<file path="src/rtl/alu_op_sequencer_if.sv">
// Result stream bundle of the ALU opcode sequencer.
// Master drives one captured ALU result per beat; slave accepts with res_ready.
interface alu_op_sequencer_if #(
  parameter int WIDTH = 8,
  parameter int SEL_W = 3
);
  logic             res_valid;
  logic             res_ready;
  logic [SEL_W-1:0] res_op;
  logic [WIDTH-1:0] res_data;
  logic             res_cout;
  logic             res_last;

  modport master (
    output res_valid, res_op, res_data, res_cout, res_last,
    input  res_ready
  );

  modport slave (
    input  res_valid, res_op, res_data, res_cout, res_last,
    output res_ready
  );
endinterface

</file>
<file path="src/rtl/alu_op_sequencer.sv">
// ALU opcode sequencer: latches operands, sweeps every opcode,
// buffers each {cout, out} and streams the results over res.
module alu_op_sequencer #(
  parameter int WIDTH   = 8,
  parameter int SEL_W   = 3,
  parameter int NUM_OPS = 8,
  parameter int SETTLE  = 0
) (
  input  logic             clk,
  input  logic             rst_n,
  input  logic             start,
  input  logic [WIDTH-1:0] cmd_a,
  input  logic [WIDTH-1:0] cmd_b,
  input  logic             cmd_cin,
  output logic             busy,
  output logic [WIDTH-1:0] alu_a,
  output logic [WIDTH-1:0] alu_b,
  output logic             alu_cin,
  output logic [SEL_W-1:0] alu_s,
  input  logic [WIDTH-1:0] alu_out,
  input  logic             alu_cout,
  output logic             done,
  alu_op_sequencer_if.master res
);

  localparam logic [SEL_W-1:0] LAST = SEL_W'(NUM_OPS - 1);
  localparam logic [3:0]       SETL = 4'(SETTLE);

  typedef enum logic [1:0] {
    IDLE,
    RUN,
    STREAM
  } state_t;

  state_t state, state_n;

  logic [3:0]       cnt;
  logic [SEL_W-1:0] rd_ptr;
  logic             valid_q;
  logic [WIDTH:0]   res_buf [2**SEL_W];

  logic accept, settled, step, fire, last_fire;

  assign accept    = (state == IDLE) && start;
  assign settled   = (cnt == SETL);
  assign step      = (state == RUN) && settled;
  assign fire      = (state == STREAM) && valid_q && res.res_ready;
  assign last_fire = fire && (rd_ptr == LAST);

  always_ff @(posedge clk) begin
    if (!rst_n) state <= IDLE;
    else        state <= state_n;
  end

  always_comb begin
    state_n = state;
    unique case (state)
      IDLE:    if (start) state_n = RUN;
      RUN:     if (settled && alu_s == LAST) state_n = STREAM;
      STREAM:  if (last_fire) state_n = IDLE;
      default: state_n = IDLE;
    endcase
  end

  always_ff @(posedge clk) begin
    if (!rst_n) begin
      alu_a   <= '0;
      alu_b   <= '0;
      alu_cin <= 1'b0;
      alu_s   <= '0;
      cnt     <= '0;
      rd_ptr  <= '0;
      valid_q <= 1'b0;
      done    <= 1'b0;
    end else begin
      done <= last_fire;
      if (accept) begin
        alu_a   <= cmd_a;
        alu_b   <= cmd_b;
        alu_cin <= cmd_cin;
        alu_s   <= '0;
        cnt     <= '0;
      end
      if (state == RUN) begin
        if (!settled) begin
          cnt <= cnt + 4'd1;
        end else begin
          cnt <= '0;
          if (alu_s == LAST) begin
            rd_ptr  <= '0;
            valid_q <= 1'b1;
          end else begin
            alu_s <= alu_s + SEL_W'(1);
          end
        end
      end
      if (fire) begin
        if (last_fire) begin
          rd_ptr  <= '0;
          valid_q <= 1'b0;
        end else begin
          rd_ptr <= rd_ptr + SEL_W'(1);
        end
      end
    end
  end

  // Buffer is never cleared; outputs are gated by valid instead.
  always_ff @(posedge clk) begin
    if (step) res_buf[alu_s] <= {alu_cout, alu_out};
  end

  assign busy          = (state != IDLE);
  assign res.res_valid = valid_q;
  assign res.res_op    = valid_q ? rd_ptr : '0;
  assign res.res_data  = valid_q ? res_buf[rd_ptr][WIDTH-1:0] : '0;
  assign res.res_cout  = valid_q ? res_buf[rd_ptr][WIDTH] : 1'b0;
  assign res.res_last  = valid_q && (rd_ptr == LAST);

endmodule

</file>
<file path="src/flat_wrapper.sv">
// flat-port wrapper written by rule: the top's interface ports become plain ports
module alu_op_sequencer_flat 
#(
  parameter int WIDTH   = 8,
  parameter int SEL_W   = 3,
  parameter int NUM_OPS = 8,
  parameter int SETTLE  = 0
)
  (clk, rst_n, start, cmd_a, cmd_b, cmd_cin, busy, alu_a, alu_b, alu_cin, alu_s, alu_out, alu_cout, done, res_res_valid, res_res_op, res_res_data, res_res_cout, res_res_last, res_res_ready);
  alu_op_sequencer_if #(.WIDTH(WIDTH), .SEL_W(SEL_W)) res_i ();
  input  logic clk;
  input  logic rst_n;
  input  logic start;
  input  logic [WIDTH-1:0] cmd_a;
  input  logic [WIDTH-1:0] cmd_b;
  input  logic cmd_cin;
  output logic busy;
  output logic [WIDTH-1:0] alu_a;
  output logic [WIDTH-1:0] alu_b;
  output logic alu_cin;
  output logic [SEL_W-1:0] alu_s;
  input  logic [WIDTH-1:0] alu_out;
  input  logic alu_cout;
  output logic done;
  output wire logic [$bits(res_i.res_valid)-1:0] res_res_valid;
  output wire logic [$bits(res_i.res_op)-1:0] res_res_op;
  output wire logic [$bits(res_i.res_data)-1:0] res_res_data;
  output wire logic [$bits(res_i.res_cout)-1:0] res_res_cout;
  output wire logic [$bits(res_i.res_last)-1:0] res_res_last;
  input wire logic [$bits(res_i.res_ready)-1:0] res_res_ready;
  assign res_res_valid = res_i.res_valid;
  assign res_res_op = res_i.res_op;
  assign res_res_data = res_i.res_data;
  assign res_res_cout = res_i.res_cout;
  assign res_res_last = res_i.res_last;
  assign res_i.res_ready = res_res_ready;
  alu_op_sequencer #(.WIDTH(WIDTH), .SEL_W(SEL_W), .NUM_OPS(NUM_OPS), .SETTLE(SETTLE)) u_core (.clk(clk), .rst_n(rst_n), .start(start), .cmd_a(cmd_a), .cmd_b(cmd_b), .cmd_cin(cmd_cin), .busy(busy), .alu_a(alu_a), .alu_b(alu_b), .alu_cin(alu_cin), .alu_s(alu_s), .alu_out(alu_out), .alu_cout(alu_cout), .done(done), .res(res_i));
endmodule
</file>
<file path="config.mk">
export PLATFORM = sky130hd
export DESIGN_NAME = alu_op_sequencer_flat
export DESIGN_NICKNAME = d
export VERILOG_FILES = /design/src/rtl/alu_op_sequencer_if.sv /design/src/rtl/alu_op_sequencer.sv /design/src/flat_wrapper.sv
export SDC_FILE = /design/constraint.sdc
export NUM_CORES = 1
export LEC_CHECK = 0
export ABC_AREA = 1
export CAP_MARGIN = 20
export CORE_MARGIN = 10
export CORE_UTILIZATION = 44
export CTS_BUF_LIST = sky130_fd_sc_hd__clkbuf_2 sky130_fd_sc_hd__clkbuf_4 sky130_fd_sc_hd__clkbuf_8
export DETAILED_ROUTE_END_ITERATION = 8
export PLACE_DENSITY_LB_ADDON = 0.08
export SLEW_MARGIN = 40
export SYNTH_ARGS = -nofsm -noshare
export SYNTH_HDL_FRONTEND = slang
export SYNTH_SLANG_ARGS = --single-unit
export TNS_END_PERCENT = 5
</file>
<file path="constraint.sdc">
create_clock -name clk -period 5.2 [get_ports clk]
set_input_delay 1.04 -clock clk [delete_from_list [all_inputs] [get_ports clk]]
set_output_delay 1.04 -clock clk [all_outputs]
set_load 0.01 [all_outputs]
</file>
==> results.sh <==
export IMPL_design_final_nets=563
export IMPL_cts_sinks=106
export IMPL_multi_input_comb_area_mm2=0.00141
export IMPL_ant_nets=0
export IMPL_post_synth_num_cell_types=26
export IMPL_antenna_violations_before_repair=0
export IMPL_final_cells=664
export IMPL_post_synth_top_count_cell="sky130_fd_sc_hd__nor2_1"
export IMPL_slew_violations=0
export IMPL_global_route_overflow_total=0
export IMPL_vdd_drop_max_mv=0.131
export IMPL_clk_pin_slew_worst_paths_ps=90
export IMPL_fp_dieArea_mm2=0.0146
export IMPL_post_cts_setup_buffers=0
export IMPL_clock_root_buffer="sky130_fd_sc_hd__clkbuf_8"
export IMPL_finalHoldViolations=0
export IMPL_dr_drc_count=0
export IMPL_die_x_um=121
export IMPL_fin_hold_ws_ps=500
export IMPL_crit_slowest_cell="sky130_fd_sc_hd__dfxtp_1"
export IMPL_fillers=878
export IMPL_grt_usage=0.140
export IMPL_syn_area_mm2=0.00449
export IMPL_synth_largest_area_cell="sky130_fd_sc_hd__edfxtp_1"
export IMPL_tritoncts_clock_tree="built"
export IMPL_io_pins=66
export IMPL_count_of_mapped_cells_out_of_synthesis=470
export IMPL_synthesis_nets=507
export IMPL_status="completed"
export IMPL_static_leakage_power_nw=2.07
export IMPL_floorplan_initialDensity=0.455
export IMPL_design_core_area_mm2=0.00986
export IMPL_clock_latency_ps=360
export IMPL_worstSetupEndpointType="output port"
export IMPL_period_share=0.708
export IMPL_yosysSeqAreaShare=0.633
export IMPL_setup_repair_after_global_routing_missed_its_margin="no"
export IMPL_setup_tns_final_ps=0
export IMPL_rows=36
export IMPL_max_freq_mhz=272
export IMPL_flip_flop_and_latch_count_after_synthesis=106
export IMPL_hold_buffers=0
export IMPL_critical_path_required_ps=4160
export IMPL_worst_clock_skew_ps=9.51
export IMPL_place_port_buffers=65
export IMPL_die_h_um=121
export IMPL_synth_async_reset_ratio=0
export IMPL_max_clock_path_buffers=2
export IMPL_post_cts_resized=0
export IMPL_antenna_cells_inserted=0
export IMPL_crit_type="flop to output port"
export IMPL_worstPathArrival_ps=2640
export IMPL_seq_area_mm2=0.00284
export IMPL_postSynthAreaPerCell_um2=9.55
export IMPL_cp_cell_sequence="buf_4 > nor2_1 > nor2_1 > o21ai_0 > nand2_1 > nor2_1 > nor2_1 > clkdlybuf4s50_1"
export IMPL_cts_buffers_inserted=9
export IMPL_synth_top_cells_by_count="sky130_fd_sc_hd__nor2_1, sky130_fd_sc_hd__nand2_1, sky130_fd_sc_hd__edfxtp_1"
export IMPL_yosys_warnings=0
export IMPL_layout_drive_gt1_share=0.0640
export IMPL_setup_ws_ps=1520
export IMPL_detail_route_wirelength_mm=9.95
export IMPL_iter_0_drt_violations=177
export IMPL_drt_pass1_iter_count=4
export IMPL_postPlaceCellArea_mm2=0.00523
export IMPL_timing_critical_path_from_type="flop"
export IMPL_ys_flop_type="sky130_fd_sc_hd__edfxtp_1"
export IMPL_cellPowerDensity_mw_per_mm2=290
export IMPL_period_needed_ps=3680
export IMPL_final_setup_viols=0
export IMPL_cpPeakStageDelay_ps=790
export IMPL_crit_path_frequent_cell="sky130_fd_sc_hd__nor2_1"
export IMPL_htree_levels=3
export IMPL_numPlacedInstances=648
export IMPL_routabilityCongestion=0.777
export IMPL_drt_wirelength_per_cell_um=15.0
export IMPL_max_cap_violations=0
export IMPL_critical_path_peak_fanout=20
export IMPL_slew_headroom=0.521
export IMPL_worst_slew_pin_transition_ps=716
export IMPL_synthDominantCellAreaShare=0.482
export IMPL_first_pass_grt_wire_length_mm=16.3
export IMPL_grt_max_degree=37
export IMPL_synth_enable_flop_cells=72
export IMPL_detailroute_via_count=3186
export IMPL_area_growth_synth_to_final_pct=20.4
export IMPL_min_delay_path_class="flop to flop"
export IMPL_place_worst_setup_slack_ps=1870
export IMPL_hpwl_detailed_mm=6.58
export IMPL_postLayoutCellArea_mm2=0.00540
export IMPL_routed_via_density=4.80
export IMPL_synth_top_cells_by_area="sky130_fd_sc_hd__edfxtp_1, sky130_fd_sc_hd__dfxtp_1, sky130_fd_sc_hd__nor2_1, sky130_fd_sc_hd__nand2_1, sky130_fd_sc_hd__o21ai_0"
export IMPL_first_global_vias=3176
cells in the final DEF (no fill, tap or decap), drive strengths merged:
cell type and n:
o21ai 46, a21oi 14, edfxtp 72, nor2 125
nand3b 1, xnor2 1, clkdlybuf4s50 65, buf 1
clkinvlp 1, xor2 1, ha 7, nand4 1
dfxtp 34, nand2 86, clkinv 4, nor3 5
inv 40, nand3 17, clkbuf 10
power by group:
part	total, W	internal [W]	leakage, nW	switching [W]
registers	0.000945	0.000930	0.929	0.0000156
logic	0.000165	0.0000729	1.05	0.0000921
clock network	0.000458	0.000181	0.0877	0.000278
total	0.00157	0.00118	2.07	0.000385
cell type report:
cell class / instances / area share
well taps: 133 / 0.0308
repair buffers: 66 / 0.122
multi-input cells: 304 / 0.262
clock buffers: 10 / 0.0243
clock inverters: 6 / 0.00787
inverters: 39 / 0.0276
flip-flops and latches: 106 / 0.526
sequential cells by signal (all words and copies together), names as in the netlist, named ones only:
name and count:
u_core.res_buf 72, u_core.alu_a 8, u_core.alu_b 8, u_core.cnt 4, u_core.alu_s 3, u_core.rd_ptr 3
u_core.state 2, u_core.alu_cin 1, u_core.done 1, u_core.res.res_valid 1
cell families after synthesis:
group,synth area share
xor+xnor,0.00390
simple gates,0.212
buf+inv,0.0641
flops,0.633
compound gates,0.0669
fa+ha+maj,0.0195
metrics by stage:
step / util / power, W
final: 0.548 / 0.00157
after global routing: 0.548 / 0.00164
after CTS: 0.548 / 0.00159
after detailed placement: 0.530 / 0.00113
after global placement: 0.527 / 0.00112
after floorplan: - / 0.00104
metal layers:
| metal | vias up | global-route usage | part of all wire |
|---|---|---|---|
| li1 | 1641 | - | - |
| met1 | 1467 | 0.173 | 0.45 |
| met2 | 67 | 0.231 | 0.48 |
| met3 | 11 | 0.0396 | 0.064 |
| met4 | 0 | 0.0475 | 0.011 |
| met5 | - | 0 | 0 |
final timing paths:
| check | slack [ps] | depth (start not counted) | to | startpoint |
|---|---|---|---|---|
| min reg2reg | 500 | 2 | u_core.cnt[3] | u_core.cnt[3] |
| max | 1520 | 8 | res_res_data[7] | flop |
| max reg2reg | 3170 | 6 | u_core.res_buf[5][4] | u_core.cnt[0] |
| min | 500 | 2 | u_core.cnt[3] | u_core.cnt[3] |
critical path: cells and delay by family (launching register included):
kind | cells | cell delay, ps
AND/OR/NAND/NOR | 5 | 440
AO/OA/AOI/OAI | 1 | 120
flip-flops | 1 | 790
buffers and inverters | 2 | 930
Power figures use the tool's default switching activity.
